==> src/rtl/usr_cmd_sequencer.sv <==
// Command sequencer for a 4-bit universal shift register: accepts one command over valid/ready
// and drives mode/data/fill for the number of cycles the command needs, then pulses done.
module usr_cmd_sequencer #(
  parameter int unsigned DATA_WIDTH = 4,
  parameter int unsigned CNT_WIDTH  = 3
) (
  input  logic                  i_clk,
  input  logic                  clr,
  input  logic                  cmd_valid,
  output logic                  cmd_ready,
  input  logic [2:0]            cmd_op,
  input  logic [CNT_WIDTH-1:0]  cmd_cnt,
  input  logic [DATA_WIDTH-1:0] cmd_data,
  input  logic                  ser_in,
  input  logic [DATA_WIDTH-1:0] reg_q,
  output logic [1:0]            sel_mux,
  output logic [DATA_WIDTH-1:0] in,
  output logic                  sr,
  output logic                  sl,
  output logic                  busy,
  output logic                  done,
  output logic [DATA_WIDTH-1:0] result
);

  localparam logic [2:0] OpNop   = 3'b000;
  localparam logic [2:0] OpLoad  = 3'b001;
  localparam logic [2:0] OpShl   = 3'b011;
  localparam logic [2:0] OpRor   = 3'b100;
  localparam logic [2:0] OpRol   = 3'b101;
  localparam logic [2:0] OpSerin = 3'b110;
  localparam logic [2:0] OpAsr   = 3'b111;

  localparam logic [1:0] ModeHold  = 2'b00;
  localparam logic [1:0] ModeRight = 2'b01;
  localparam logic [1:0] ModeLeft  = 2'b10;
  localparam logic [1:0] ModeLoad  = 2'b11;

  typedef enum logic [1:0] {StIdle, StLoad, StShift, StDone} state_e;

  state_e                state_q, state_d;
  logic [2:0]            op_q, op_d;
  logic [CNT_WIDTH-1:0]  cnt_q, cnt_d;
  logic [DATA_WIDTH-1:0] data_q, data_d;
  logic [1:0]            sel_mux_q, sel_mux_d;
  logic [DATA_WIDTH-1:0] in_q, in_d;
  logic                  ready_q, ready_d;
  logic                  busy_q, busy_d;
  logic                  done_q, done_d;

  function automatic logic [1:0] shift_mode(input logic [2:0] op);
    return ((op == OpShl) || (op == OpRol)) ? ModeLeft : ModeRight;
  endfunction

  // cnt_q holds the number of shifts still to perform, including the current cycle.
  always_comb begin
    state_d = state_q;
    op_d    = op_q;
    cnt_d   = cnt_q;
    data_d  = data_q;
    unique case (state_q)
      StIdle: begin
        if (cmd_valid) begin
          op_d   = cmd_op;
          cnt_d  = cmd_cnt;
          data_d = cmd_data;
          if (cmd_op == OpLoad) begin
            state_d = StLoad;
          end else if ((cmd_op == OpNop) || (cmd_cnt == '0)) begin
            state_d = StDone;
          end else begin
            state_d = StShift;
          end
        end
      end
      StLoad:  state_d = StDone;
      StShift: begin
        cnt_d = cnt_q - CNT_WIDTH'(1);
        if (cnt_q == CNT_WIDTH'(1)) begin
          state_d = StDone;
        end
      end
      StDone:  state_d = StIdle;
      default: state_d = StIdle;
    endcase
  end

  // Outputs are registered from the next state so they line up with the state they describe.
  always_comb begin
    sel_mux_d = ModeHold;
    in_d      = '0;
    unique case (state_d)
      StLoad: begin
        sel_mux_d = ModeLoad;
        in_d      = data_d;
      end
      StShift: sel_mux_d = shift_mode(op_d);
      default: ;
    endcase
    ready_d = (state_d == StIdle);
    busy_d  = (state_d != StIdle);
    done_d  = (state_d == StDone);
  end

  always_ff @(posedge i_clk or posedge clr) begin
    if (clr) begin
      state_q   <= StIdle;
      op_q      <= '0;
      cnt_q     <= '0;
      data_q    <= '0;
      sel_mux_q <= ModeHold;
      in_q      <= '0;
      ready_q   <= 1'b1;
      busy_q    <= 1'b0;
      done_q    <= 1'b0;
    end else begin
      state_q   <= state_d;
      op_q      <= op_d;
      cnt_q     <= cnt_d;
      data_q    <= data_d;
      sel_mux_q <= sel_mux_d;
      in_q      <= in_d;
      ready_q   <= ready_d;
      busy_q    <= busy_d;
      done_q    <= done_d;
    end
  end

  // Fill bits depend on the live register contents, so they cannot be registered ahead.
  always_comb begin
    sr = 1'b0;
    sl = 1'b0;
    if (state_q == StShift) begin
      unique case (op_q)
        OpRor:   sr = reg_q[0];
        OpSerin: sr = ser_in;
        OpAsr:   sr = reg_q[DATA_WIDTH-1];
        OpRol:   sl = reg_q[DATA_WIDTH-1];
        default: ;
      endcase
    end
  end

  assign sel_mux   = sel_mux_q;
  assign in        = in_q;
  assign cmd_ready = ready_q;
  assign busy      = busy_q;
  assign done      = done_q;
  assign result    = reg_q;

endmodule

==> config.mk <==
export PLATFORM = sky130hd
export DESIGN_NAME = usr_cmd_sequencer
export DESIGN_NICKNAME = d
export VERILOG_FILES = /design/src/rtl/usr_cmd_sequencer.sv
export SDC_FILE = /design/constraint.sdc
export NUM_CORES = 1
export LEC_CHECK = 0
export ABC_AREA = 1
export BUFFER_PORTS_ARGS = -buffer_cell sky130_fd_sc_hd__buf_2
export CAP_MARGIN = 20
export CORE_ASPECT_RATIO = 1.1
export CORE_MARGIN = 4
export CORE_UTILIZATION = 50
export CTS_BUF_LIST = sky130_fd_sc_hd__clkbuf_2 sky130_fd_sc_hd__clkbuf_4 sky130_fd_sc_hd__clkbuf_8
export CTS_CLUSTER_DIAMETER = 50
export DETAILED_ROUTE_END_ITERATION = 10
export PLACE_DENSITY = 0.84
export SLEW_MARGIN = 40
export SYNTH_ARGS = -nofsm -noshare
export SYNTH_HDL_FRONTEND = slang
export SYNTH_SLANG_ARGS = --single-unit
==> constraint.sdc <==
create_clock -name i_clk -period 4.8 [get_ports i_clk]
set_input_delay 0.48 -clock i_clk [delete_from_list [all_inputs] [get_ports i_clk]]
set_output_delay 0.48 -clock i_clk [all_outputs]
set_load 0.02 [all_outputs]
==> flow_summary.toml <==
[outcome]
status = "finished clean"

[synthesis]
synthCells = 129
synth-edff-count = 0
yosys.area.top_type_share = 0.445
syn-num-nets = 157
async_flop_share = 1.00
netlist_top_cells_area = "dfrtp_1, ha_1, inv_1"
ys.flop_type = "dfrtp_1"
syn_area_per_cell_sq_um = 8.72
synth.distinct_cells = 24
syn_area_sq_um = 1120
yosysTopAreaCell = "dfrtp_1"
synth-seq-cells = 21
ys_seq_area_frac = 0.468
synth_most_common_cell = "inv_1"
ys_warn_count = 0
netlist_top_cells_count = "inv_1, nand2_1, dfrtp_1"

[grt]
grt_max_degree = 22
gr-total-overflow = 0
grt_util_all_layers = 0.149
grt_pass1_wl_mm = 3.43
antenna_found_initial = 0
grt_pass1_vias = 890

[floorplanning]
start_util = 0.540
boundaryPins = 33
num_rows = 17
die_width_um = 53.2
die_height_um = 57.7
fp.coreArea_sq_um = 2080
fp.dieArea_sq_um = 3070

[timing]
rsz0062_at_grt = "no"
layout_worst_path_cycle_share = 0.453
drv_slew = 0
hold_viol_final = 0
tightest_slew_ns = 0.462
relSlewSlack = 0.689
setup-tns-final_ns = 0
finalSetupViolCount = 0
min_period_ns = 2.18
fin_worst_skew_ns = 0.00523
max_freq_mhz = 460

[place]
gp_congestion = 0.811
dp.cells = 179
port_buffers = 28
place_hpwl_mm = 1.62

[critical_path]
cp_data_arrival_time_ns = 1.70
cp_top_family = "flip-flops"
path_buf_inv = 2
crit_chain = "inv_1 -> ha_1 -> nand2_1 -> a311oi_1 -> buf_2"
critical-path-max-stage-delay_ns = 0.41
cp-end-kind = "primary output"
required_ns = 4.32
slowest_stage = "dfrtp_1"
critPathLaunchType = "flop"
crit_fanout = 6
critPathKind = "flop to primary output"

[routing]
drc = 0
wl_per_cell_um = 11.1
drt_iter0_drc = 15
via_per_inst = 4.77
vias = 873
routed_wl_mm = 2.03
firstDrtPassIters = 4
antenna_left = 0

[layout]
fin_nets = 184
fin_cells = 183
n_antenna_cell = 0
layout-drive-gt1-share = 0.258
area_growth_syn_to_layout_pct = 13.9
nFillCells = 200
final_util = 0.615

[cts]
h-tree-depth = 1
numCtsBuffers = 3
cts-root-buf = "clkbuf_4"
cts_tree = "built"
ctsHoldBuffers = 0
cts_resized = 0
cts_setup_buffers = 0
clk_latency_ns = 0.30
cts_max_path_buffers = 2
cts.sink_count = 21
clk_pin_slew_ns = 0.12

[power_and_ir_drop]
leakagePower_uw = 0.000733
power-per-cell-area_nw_per_um2 = 621
ir_drop_v = 0.000371

[run]
max-cap-violations = 0

[hold_path]
hp-class = "input pin to async pin"
power by group:
group | internal (uW) | switching, uW | leakage [uW]
Sequential | 254 | 35.2 | 0.000256
Combinational | 151 | 272 | 0.000459
Clock | 31.0 | 52.4 | 0.0000177
Total | 436 | 360 | 0.000733
state kept, by name, summed over array words and instances, names as in the netlist:
name and count:
cmd_ready 1, op_q 3, state_q 2, cnt_q 3
done 1, in 4, sel_mux 2, busy 1
data_q 4
stage by stage:
stage          total power (uW)  worst slack (ns)  hold slack (ns)  cell area [sq um]
2_1_floorplan               624              2.92            0.456               1120
3_3_place_gp                699              2.86            0.523               1250
3_5_place_dp                719              2.82            0.532               1250
4_1_cts                     805              2.61            0.321               1280
5_1_grt                     888              2.48            0.176               1280
6_report                    796              2.62            0.158               1280
per-layer routing:
metal | vias to the layer above | global-route usage | wire [um]
met5 | - | 0 | 0
met4 | 0 | 0.0693 | 12
met3 | 2 | 0.0283 | 139
met2 | 24 | 0.270 | 1050
met1 | 398 | 0.163 | 829
li1 | 449 | - | -
cells in the final DEF (no fill, tap or decap), drive strengths merged:
| cell type | instances |
|---|---|
| o211ai | 1 |
| ha | 10 |
| o21ai | 11 |
| buf | 28 |
| nand2 | 28 |
| dfstp | 1 |
| nand4 | 1 |
| o31ai | 1 |
| a311oi | 1 |
| clkinv | 1 |
| xor2 | 1 |
| nand3 | 7 |
| nor2 | 6 |
| a31oi | 1 |
| inv | 26 |
| or2 | 1 |
| clkbuf | 3 |
| a21oi | 6 |
| nor3 | 1 |
| dfrtp | 20 |
worst paths after layout:
kind | startpoint | to | slack [ns] | cells past startpoint
setup / recovery | state_q[0]$_DFF_PP0_ | sr | 2.62 | 5
min in group i_clk | cmd_data[1] | data_q[1]$_DFF_PP0_ | 0.44 | 3
setup reg to reg | state_q[1]$_DFF_PP0_ | sel_mux[1]$_DFF_PP0_ | 2.87 | 8
hold reg to reg | op_q[2]$_DFF_PP0_ | op_q[2]$_DFF_PP0_ | 0.56 | 2
max in group asynchronous | clr | cmd_ready$_DFF_PP1_ | 4.31 | 2
hold / removal | clr | data_q[2]$_DFF_PP0_ | 0.16 | 2
logic make-up after synthesis:
logic type	Yosys count	share of synthesized area
xor+xnor	1	0.00779
fa+ha+maj	10	0.111
buf+inv	32	0.128
compound gates	21	0.109
flops	21	0.468
simple gates	44	0.176
worst register-to-register path, cell delays in order (launching register included):
cell	delay (ns)
dfrtp_1	0.41
inv_1	0.10
ha_1	0.28
inv_1	0.03
o21ai_0	0.39
inv_1	0.13
ha_1	0.21
inv_1	0.17
a21oi_1	0.10
area by class of cell:
| type | instances | area [sq um] | area share |
|---|---|---|---|
| Sequential cell | 21 | 527 | 0.411 |
| Multi-Input combinational cell | 76 | 454 | 0.354 |
| Timing Repair Buffer | 28 | 140 | 0.109 |
| Inverter | 26 | 97.6 | 0.0762 |
| Tap cell | 28 | 35.0 | 0.0273 |
| Clock buffer | 3 | 22.5 | 0.0176 |
| Clock inverter | 1 | 5.00 | 0.00391 |
Note: power is estimated with default switching activity, not from simulation.
